[src/rtl/sys_output_deskew.sv]
`default_nettype none
// ============================================================================
//  Module      : sys_output_deskew
//  Description : Realigns the one-cycle-skewed column outputs of a 2-column
//                systolic array into rows and queues them for the consumer.
//  Revision    : 1.0
// ============================================================================
module sys_output_deskew #(
    parameter int DATA_W = 16,
    parameter int DEPTH  = 4
) (
    input  logic              clk,
    input  logic              rst,
    input  logic              clr,
    input  logic [1:0]        cfg_col_en,
    input  logic              cfg_valid,
    input  logic [DATA_W-1:0] sys_data_in_x1,
    input  logic              sys_valid_in_x1,
    input  logic [DATA_W-1:0] sys_data_in_x2,
    input  logic              sys_valid_in_x2,
    output logic [DATA_W-1:0] out_data_1,
    output logic [DATA_W-1:0] out_data_2,
    output logic              out_valid,
    input  logic              out_ready,
    output logic              fifo_full,
    output logic [15:0]       rows_out,
    output logic              skew_err,
    output logic              overflow
);

    localparam int AW = $clog2(DEPTH);

    localparam logic [1:0] c_COL1_ONLY = 2'b01;
    localparam logic [1:0] c_COL_BOTH  = 2'b11;

    logic [1:0]        r_col_en;
    logic              r_hold_v;
    logic [DATA_W-1:0] r_hold_d;
    logic [DATA_W-1:0] r_mem_1 [DEPTH];
    logic [DATA_W-1:0] r_mem_2 [DEPTH];
    logic [AW:0]       r_wr_ptr;
    logic [AW:0]       r_rd_ptr;
    logic [15:0]       r_rows_out;
    logic              r_skew_err;
    logic              r_overflow;

    logic              w_empty;
    logic              w_full;
    logic              w_push;
    logic [DATA_W-1:0] w_push_d1;
    logic [DATA_W-1:0] w_push_d2;
    logic              w_skew;
    logic              w_pop;
    logic              w_wr_en;
    logic              w_drop;

    assign w_empty = (r_wr_ptr == r_rd_ptr);
    assign w_full  = (r_wr_ptr[AW] != r_rd_ptr[AW]) &&
                     (r_wr_ptr[AW-1:0] == r_rd_ptr[AW-1:0]);

    // A cycle that reloads the column configuration ignores the data inputs.
    always_comb begin
        w_push    = 1'b0;
        w_push_d1 = '0;
        w_push_d2 = '0;
        w_skew    = 1'b0;
        if (!cfg_valid) begin
            case (r_col_en)
                c_COL1_ONLY: begin
                    w_push    = sys_valid_in_x1;
                    w_push_d1 = sys_data_in_x1;
                end
                c_COL_BOTH: begin
                    w_push    = sys_valid_in_x2 && r_hold_v;
                    w_push_d1 = r_hold_d;
                    w_push_d2 = sys_data_in_x2;
                    w_skew    = (sys_valid_in_x1 && r_hold_v && !sys_valid_in_x2) ||
                                (sys_valid_in_x2 && !r_hold_v);
                end
                default: ;
            endcase
        end
    end

    assign w_pop   = !w_empty && out_ready;
    assign w_wr_en = w_push && (!w_full || w_pop);
    assign w_drop  = w_push && w_full && !w_pop;

    always_ff @(posedge clk or negedge rst) begin
        if (!rst) begin
            r_col_en   <= 2'b00;
            r_hold_v   <= 1'b0;
            r_hold_d   <= '0;
            r_wr_ptr   <= '0;
            r_rd_ptr   <= '0;
            r_rows_out <= '0;
            r_skew_err <= 1'b0;
            r_overflow <= 1'b0;
        end else if (clr) begin
            r_hold_v   <= 1'b0;
            r_hold_d   <= '0;
            r_wr_ptr   <= '0;
            r_rd_ptr   <= '0;
            r_rows_out <= '0;
            r_skew_err <= 1'b0;
            r_overflow <= 1'b0;
        end else begin
            if (cfg_valid) begin
                r_col_en <= cfg_col_en;
                r_hold_v <= 1'b0;
            end else if (r_col_en == c_COL_BOTH) begin
                if (sys_valid_in_x1) begin
                    r_hold_d <= sys_data_in_x1;
                    r_hold_v <= 1'b1;
                end else if (sys_valid_in_x2 && r_hold_v) begin
                    r_hold_v <= 1'b0;
                end
            end
            if (w_wr_en) begin
                r_wr_ptr <= r_wr_ptr + 1'b1;
            end
            if (w_pop) begin
                r_rd_ptr   <= r_rd_ptr + 1'b1;
                r_rows_out <= r_rows_out + 16'd1;
            end
            if (w_skew) begin
                r_skew_err <= 1'b1;
            end
            if (w_drop) begin
                r_overflow <= 1'b1;
            end
        end
    end

    // Storage needs no reset: an entry is only visible once pointers cover it.
    always_ff @(posedge clk) begin
        if (w_wr_en) begin
            r_mem_1[r_wr_ptr[AW-1:0]] <= w_push_d1;
            r_mem_2[r_wr_ptr[AW-1:0]] <= w_push_d2;
        end
    end

    assign out_valid  = !w_empty;
    assign out_data_1 = w_empty ? '0 : r_mem_1[r_rd_ptr[AW-1:0]];
    assign out_data_2 = w_empty ? '0 : r_mem_2[r_rd_ptr[AW-1:0]];
    assign fifo_full  = w_full;
    assign rows_out   = r_rows_out;
    assign skew_err   = r_skew_err;
    assign overflow   = r_overflow;

endmodule
`default_nettype wire

[config.mk]
export PLATFORM = sky130hd
export DESIGN_NAME = sys_output_deskew
export DESIGN_NICKNAME = d
export VERILOG_FILES = /design/src/rtl/sys_output_deskew.sv
export SDC_FILE = /design/constraint.sdc
export NUM_CORES = 1
export LEC_CHECK = 0
export BUFFER_PORTS_ARGS = -buffer_cell sky130_fd_sc_hd__clkbuf_2
export CAP_MARGIN = 30
export CORE_MARGIN = 2
export CORE_UTILIZATION = 40
export CTS_CLUSTER_DIAMETER = 60
export DETAILED_ROUTE_END_ITERATION = 12
export PLACE_DENSITY_LB_ADDON = 0.05
export SYNTH_ARGS = -nofsm -noshare
export SYNTH_HDL_FRONTEND = slang
export SYNTH_SLANG_ARGS = --single-unit
[constraint.sdc]
create_clock -name clk -period 4.7 [get_ports clk]
set_input_delay 0 -clock clk [delete_from_list [all_inputs] [get_ports clk]]
set_output_delay 0 -clock clk [all_outputs]
set_load 0.02 [all_outputs]
# After elaboration in Yosys (flattened, before gate mapping)
# Memories as Yosys holds them, arrays and structs flattened.
# Index checks and enable logic that the tools add are counted.
word_totals:
  wordCells: 78
  reg_bits: 43
  out_inout_bits: 52
  inputBits: 41
  ramBits: 128
  memories: 2
memory_table:
  columns: ["memory", "words", "word_bits", "rd", "rd_ports_with_merged_regs", "write_ports", "line_no", "rtl"]
  rows:
  - ["r_mem_1", 4, 16, 1, 0, 1, "39", "logic [DATA_W-1:0] r_mem_1 [DEPTH];"]
  - ["r_mem_2", 4, 16, 1, 0, 1, "40", "logic [DATA_W-1:0] r_mem_2 [DEPTH];"]
classes:
  n_addsub: 3
  n_mux: 31
  bitwise_logic: 1
  reduce_logical: 27
  n_eq_ne: 6
ops:
  columns: ["cell", "count"]
  rows:
  - ["$mux 16", 11]
  - ["$pmux 16 s2", 1]
  - ["$add 16x1->16 const B", 1]
  - ["$mux 1", 14]
  - ["$mux 3", 4]
  - ["$reduce_bool 2->1", 6]
  - ["$logic_and 1x1->1", 9]
  - ["$add 3x1->3 const B", 2]
  - ["$logic_not 1->1", 5]
  - ["$reduce_and 2->1", 2]
  - ["$reduce_bool 4->1", 1]
  - ["$eq 3x3->1", 1]
  - ["$reduce_and 3->1", 1]
  - ["$reduce_bool 3->1", 1]
  - ["$eq 2x1->1 const B", 1]
  - ["$eq 2x2->1", 1]
  - ["$eq 2x2->1 const B", 1]
  - ["$logic_or 1x1->1", 2]
  - ["$ne 2x2->1 const B", 1]
  - ["$pmux 1 s2", 1]
  - ["$ne 1x1->1", 1]
  - ["$not 1->1", 1]

# Depth between registers and ports, before layout
# Gate-level depths: netlist of run 1.
logic_depth:
  ltp_word: 7
  depth_mapped: 7
  ltp_nobuf: 5

# Least setup slack after synthesis of run 1
# Ideal clock, no wire load.
synth_path:
  kind: "reg-to-reg"
  startpoint: "register r_rd_ptr[1]"
  endpoint: "register r_wr_ptr[2]"
  period_less_slack_ps: 4097
  required_ps: 4575
  setup_ps: 125
  slack_ps: 603
  n_path_buf: 1
  arrival_ps: 3972
  path_stages_with_launch: 6
  path_cell_list: "dfrtp_1 > buf_4 > xor2_2 > nor4_1 > nor3b_1 > mux2_2"
synth_between:
  elab_chain_len: 6
  elab_cells_between_ends: 9
  cone_classes: "eq/ne: 2; reduce/logical: 7"
synth_lines:
  columns: ["item", "line_no", "rtl"]
  rows:
  - ["start, declared", "42", "logic [AW:0] r_rd_ptr;"]
  - ["start signal, assigned", "123", "r_rd_ptr <= r_rd_ptr + 1'b1;"]
  - ["$eq 3x3->1 / $eq 2x2->1 (equally long branches)", "57, 59", null]
  - ["$logic_not 1->1 / $logic_and 1x1->1 (equally long branches)", "85, 58", null]
  - ["$logic_and 1x1->1 / $logic_not 1->1 (equally long branches)", "85, 86", null]
  - ["$logic_or 1x1->1 *", "86", "assign w_wr_en = w_push && (!w_full || w_pop);"]
  - ["$logic_and 1x1->1 *", "86", null]
  - ["$reduce_bool 2->1 (no line) *", null, null]
  - ["end signal, assigned", "120", "r_wr_ptr <= r_wr_ptr + 1'b1;"]
  - ["end, declared", "41", "logic [AW:0] r_wr_ptr;"]
# Mark *: on every way between the ends. The rest lies on a longest branch, timed or not.
# A chain may end at the register's enable or synchronous reset.

# Worst setup path in the final report of run 1
layout_path:
  startpoint: "register r_rd_ptr[1]"
  endpoint: "memory r_mem_2[1][5] (enable)"
layout_between:
  elab_chain_len: 7
  elab_cells_between_ends: 10
  cone_classes: "eq/ne: 2; mux: 2; reduce/logical: 6"
layout_lines:
  columns: ["item", "line_no", "rtl"]
  rows:
  - ["$eq 3x3->1 / $eq 2x2->1 (equally long branches)", "57, 59", null]
  - ["$logic_not 1->1 / $logic_and 1x1->1 (equally long branches)", "85, 58", null]
  - ["$logic_and 1x1->1 / $logic_not 1->1 (equally long branches)", "85, 86", null]
  - ["$logic_or 1x1->1 *", "86", null]
  - ["$logic_and 1x1->1 *", "86", null]
  - ["$mux 1 *", "137", "if (w_wr_en) begin"]
  - ["$mux 1 (implied by the code) *", "139", "r_mem_2[r_wr_ptr[AW-1:0]] <= w_push_d2;"]
  - ["end, declared", "40", null]
# Marks and branches as above.

==> summary.md, run 1 <==
| Metric | Value |
|---|---|
| Tcrit/Tclk final | 62.1% |
| Core Rows | 49 |
| Max Fanout on Critical Path | 35 |
| Busiest grt layer | met2 |
| Area grow syn2layout | 23.6% |
| Synthesis warning total | 0 |
| Dpl cells | 767 |
| Switch share | 22.2% |
| TritonCTS clock tree | built |
| Syn nets | 511 |
| Worst-Margin Slew | 899 ps |
| Most frequent cells in the layout | edfxtp_1 (128), clkbuf_2 (92), dfrtp_1 (41), nand2_1 (37), dlygate4sd3_1 (37) |
| Final Hold Viols | 0 |
| Die area | 19200 µm² |
| Synth Instances | 464 |
| Non-Filler Instances | 836 |
| Post-CTS setup repair buffer count | 0 |
| Syn_area_per_cell | 15.6 µm² |
| Clk_skew | 6.95 ps |
| Pint | 2.61 mW |
| CTS sink count | 171 |
| Crit path launch type | flop |
| Antenna violations before repair | 0 |
| Starting Density | 40.5% |
| Worst EP required | 4730 ps |
| Vias post-DR | 4359 |
| Final core utilization | 50.1% |
| Most common cell after layout, fill and taps aside | edfxtp_1 |
| Post-synth ARST share | 25.1% |
| Share of cells above drive strength 1 | 30.0% |
| Worst setup EP type | flop |
| Number of CTS-inserted buffers | 17 |
| Rel. slew slack | 40.1% |
| DR vias/cell | 5.21 |
| Pin count of the biggest net entering global routing | 44 |
| Ant. Diodes | 0 |
| CP max-delay cell | and2_2 |
| Vias in the first global route | 4387 |
| Worst-Skew Late Latency | 410 ps |
| Critical path cell sequence | buf_4, xor2_2, nor4_1, nor2_1, and2_2 |
| RSZ-0062 raised after global routing | false |
| Mapped cell area | 7250 µm² |
| Power Density | 375 nW/µm² |
| Switching power | 745 µW |
| H-tree depth | 4 |
| Number of fillers in the final layout | 1576 |
| Initial drt markers | 227 |
| Cts hold-fix bufs | 37 |
| CTS resizes | 0 |
| Post-DRT Antenna Nets | 0 |
| Post-synth EDFFs | 128 |
| Post-synth cell types | 39 |
| Clock root cell | clkbuf_16 |
| Max incr delay on CP | 790 ps |
| Top FF cell, synth | edfxtp_1 |
| Final setup TNS | 0 ps |
| CP arrival | 2960 ps |
| DRT Pass-1 Iters | 4 |
| Min-delay worst type | in -> reg |
| Maximum root-to-sink buffer count | 2 |
| Die width | 139 µm |
| Min cycle time layout | 2920 ps |
| Hpwl dp | 9150 µm |
| M2 GR Usage | 26.7% |
| All-Layer GR Usage | 16.2% |
| Fin nets | 641 |
| Grt ovf | 0 |
| Sequential power share | 49.2% |
| Leakage power | 3.33 nW |
| Combinational Power Share | 8.6% |
| IO Count | 93 |
| Clk pwr share | 42.2% |
| WL final | 15100 µm |
| Fmax | 0.342 GHz |
| Die height | 139 µm |
| Crit path kind | reg -> reg |
| Port Buffer Count | 92 |
| Total of max-cap violations | 0 |
| Run status | finished, final reports clean |
| Worst-path clk slew | 60 ps |
| Peak supply drop | 0.265 mV |
| Met1 Usage GRT | 21.8% |
| Final Setup Violations | 0 |
| Hold slack final | 45.8 ps |
| Global-route wire length before repair | 23900 µm |
| Register area share after synthesis | 67.8% |
| Met3 GRT Util | 3.66% |
| Drt drc | 0 |
| Max Slew Vio Count | 0 |
| Routed WL per cell | 18.0 µm |
| Synthesized flop and latch total | 171 |
| Core footprint | 17900 µm² |
| Routability cong. | 0.718 |
-- cells by family (layout without fill, tap and decap cells) --
kind of cell | after synthesis | after routing | share of synthesized area, %
DFF | 171 | 171 | 67.8
muxes | 39 | 39 | 11.0
buffers and inverters | 33 | 176 | 1.98
and+or+nand+nor | 141 | 141 | 10.5
AOI/OAI and AO/OA | 64 | 64 | 6.12
adders and majority gates | 6 | 6 | 1.04
xor gates and xnor gates | 10 | 10 | 1.52
-- worst paths after layout --
path / end / cells past startpoint / slack (ps) / from
hold reg to reg: r_hold_d[14] / 2 / 520 / r_hold_d[14]
min in group asynchronous: rows_out[9] / 3 / 220 / rst
setup / recovery: r_mem_2[1][5] / 5 / 1780 / r_rd_ptr[1]
hold / removal: skew_err / 5 / 50 / sys_valid_in_x2
setup reg to reg: r_mem_2[1][5] / 5 / 1780 / r_rd_ptr[1]
max in group asynchronous: r_rd_ptr[0] / 3 / 4030 / rst
-- stage by stage --
stage	instance area, µm²	total power, mW	worst slack, ps
floorplan	7250	1.85	603
global placement	7960	1.95	1840
detailed placement	7980	1.96	1700
CTS	8960	3.40	1690
global route	8960	3.48	1540
finish	8960	3.36	1780
-- state kept, by name, indices dropped and copies added, names as in the netlist --
name / cells
overflow: 1
r_col_en: 2
r_hold_d: 16
r_hold_v: 1
r_mem_1: 64
r_mem_2: 64
r_rd_ptr: 3
r_wr_ptr: 3
rows_out: 16
skew_err: 1
-- layout make-up --
| class | instances | area (µm²) | area share [%] |
|---|---|---|---|
| clock buffer | 18 | 439 | 4.90 |
| clock inverter | 14 | 170 | 1.90 |
| inverter | 7 | 26.3 | 0.293 |
| multi-input combinational | 260 | 2210 | 24.6 |
| sequential | 171 | 4920 | 54.9 |
| tap | 229 | 287 | 3.20 |
| timing repair buffer | 137 | 911 | 10.2 |
-- power by group through the flow --
| stage | Clock, mW | Sequential (mW) | Combinational [mW] |
|---|---|---|---|
| after floorplan | 0 | 1.68 | 0.171 |
| after global placement | 0 | 1.68 | 0.266 |
| after detailed placement | 0 | 1.68 | 0.274 |
| after CTS | 1.45 | 1.65 | 0.299 |
| after global routing | 1.51 | 1.65 | 0.317 |
| final | 1.42 | 1.65 | 0.290 |
-- synth_stat cells (all sizes together), types with 9 or more instances --
cell    number  area share (%)
xor2         9             1.4
edfxtp     128              53
nor2b       35             3.0
nand2       37             1.9
a22o        16             1.9
mux4        32             9.9
clkbuf      19            0.98
a21oi       28             1.9
o31ai        9             1.0
dfrtp       43              15
nor2        14            0.72
and2        20             1.7
-- routing by layer --
metal  wire, µm  up-vias
met5          0        -
met4        111        0
met3        500        7
met2       7320       80
met1       7150     2253
li1           -     2019
-- worst max-delay path, delay by kind of cell (launching register included) --
family,cells,cell delay [ps]
AND/OR/NAND/NOR,3,1250
XOR/XNOR,1,460
buffers and inverters,1,450
flip-flops,1,350
Power figures use the tool's default switching activity.
==> run 2, diff against run 1 <==
==> constraint.sdc (replaced) <==
create_clock -name clk -period 2.8 [get_ports clk]
set_input_delay 0 -clock clk [delete_from_list [all_inputs] [get_ports clk]]
set_output_delay 0 -clock clk [all_outputs]
set_load 0.02 [all_outputs]
==> run 2 against run 1 <==
  * Register-to-register slack worse by 1100 ps
  * Combinational power is 72% higher
  * Hold slack worse by 30 ps
  * Global-route usage is 0.61 points higher
  * Final cell count is 1.2% higher
  * Critical path depth is 1 lower
  * Clock skew is 1.6 ps lower
  * Core utilization is 0.16 points higher
==> summary.md, run 2 (synthesis results as in run 1) <==
| Metric | Value |
|---|---|
| Busiest grt layer | met2 |
| CTS sink count | 171 |
| Fin nets | 651 |
| Max Slew Vio Count | 0 |
| Ant. Diodes | 0 |
| Antenna violations before repair | 0 |
| Worst setup EP type | output port |
| DR vias/cell | 5.15 |
| Most frequent cells in the layout | edfxtp_1 (128), clkbuf_2 (92), dfrtp_1 (41), nand2_1 (37), dlygate4sd3_1 (37) |
| Run status | finished, final reports clean |
| Combinational Power Share | 9.1% |
| CP max-delay cell | mux4_2 |
| Vias in the first global route | 4400 |
| Met1 Usage GRT | 22.6% |
| Drt drc | 0 |
| Tcrit/Tclk final | 83.2% |
| Met3 GRT Util | 3.31% |
| Critical path cell sequence | buf_4, mux4_2, nor2b_1, clkbuf_2 |
| Max Fanout on Critical Path | 34 |
| Pin count of the biggest net entering global routing | 35 |
| Die height | 139 µm |
| Clk pwr share | 40.4% |
| Routed WL per cell | 18.3 µm |
| Worst-Skew Late Latency | 420 ps |
| Core Rows | 49 |
| Max incr delay on CP | 620 ps |
| Global-route wire length before repair | 24400 µm |
| Sequential power share | 50.5% |
| Switch share | 22.8% |
| Starting Density | 40.5% |
| Hpwl dp | 9460 µm |
| Rel. slew slack | 48.1% |
| Share of cells above drive strength 1 | 30.5% |
| Pint | 4.23 mW |
| Maximum root-to-sink buffer count | 2 |
| CP arrival | 2330 ps |
| Total of max-cap violations | 0 |
| H-tree depth | 4 |
| Worst path top cell family by delay | buffers and inverters |
| Clk_skew | 5.37 ps |
| Worst-Margin Slew | 778 ps |
| WL final | 15500 µm |
| Port Buffer Count | 92 |
| Clock root cell | clkbuf_16 |
| Switching power | 1.25 mW |
| Final core utilization | 50.2% |
| Power Density | 610 nW/µm² |
| Buffers & Inverters on Critical Path | 2 |
| Fmax | 0.429 GHz |
| Min-delay worst type | in -> reg |
| Worst EP required | 2800 ps |
| IO Count | 93 |
| RSZ-0062 raised after global routing | false |
| Die area | 19200 µm² |
| DRT Pass-1 Iters | 4 |
| Post-CTS setup repair buffer count | 0 |
| Worst-path clk slew | 60 ps |
| Area grow syn2layout | 24.0% |
| Final Hold Viols | 0 |
| M2 GR Usage | 27.7% |
| Vias post-DR | 4356 |
| Tot Pwr | 5.48 mW |
| Routability cong. | 0.735 |
| Most common cell after layout, fill and taps aside | edfxtp_1 |
| Core footprint | 17900 µm² |
| Crit path launch type | flop |
| All-Layer GR Usage | 16.8% |
| Crit path kind | reg -> out |
| Die width | 139 µm |
| Leakage power | 3.36 nW |
| Final setup TNS | 0 ps |
| Post-DRT Antenna Nets | 0 |
| Peak supply drop | 0.408 mV |
| Number of CTS-inserted buffers | 17 |
| Initial drt markers | 209 |
| Final Setup Violations | 0 |
| Min cycle time layout | 2330 ps |
| Grt ovf | 0 |
| TritonCTS clock tree | built |
-- run 2: power by group through the flow --
stage | Sequential [mW] | Clock, mW | Combinational, mW
after CTS | 2.77 | 2.27 | 0.510
after global routing | 2.77 | 2.37 | 0.546
final | 2.77 | 2.21 | 0.499
after detailed placement | 2.83 | 0 | 0.469
after global placement | 2.82 | 0 | 0.466
after floorplan | 2.82 | 0 | 0.287
-- run 2: cell type report --
type | count | area (µm²)
flip-flops and latches | 171 | 4920
clock inverters | 11 | 92.6
well taps | 229 | 287
fillers | 1591 | 8910
clock buffers | 21 | 460
inverters | 7 | 26.3
multi-input cells | 260 | 2210
repair buffers | 147 | 991
-- run 2: what timing repair did --
item | CTS | global route
gates resized for setup | 0 | 0
hold endpoints to repair | 142 | 0
hold buffers | 37 | 0
-- run 2: worst paths after layout --
check,start,to,slack (ps),cells after the start
setup / recovery,r_rd_ptr[0],out_data_1[11],470,4
hold / removal,sys_valid_in_x2,skew_err,20,5
setup reg to reg,r_col_en[1],r_mem_2[1][13],630,5
hold reg to reg,skew_err,skew_err,510,2
max in group asynchronous,rst,r_hold_d[3],1890,3
min in group asynchronous,rst,rows_out[9],130,2
-- run 2: metal layers --
| metal | vias up | share of wire (%) |
|---|---|---|
| met5 | - | 0 |
| met4 | 0 | 0.88 |
| met3 | 9 | 4.1 |
| met2 | 96 | 49 |
| met1 | 2216 | 46 |
| li1 | 2035 | - |
-- run 2: tightest hold or removal path: cells and delay by family --
family                 cells  cell delay (ps)
AND/OR/NAND/NOR            1               50
buffers and inverters      2              160
AO/OA/AOI/OAI              2              200
-- run 2: metrics by stage --
step           hold WS [ps]  area [µm²]  instances  worst slack [ps]
5_1_grt                77.5        8990        846               287
3_3_place_gp           51.6        8070        777               677
6_report               15.5        8990        846               471
3_5_place_dp           50.3        8070        777               628
2_1_floorplan          -296        7260        464               276
4_1_cts                2.21        8990        846               376
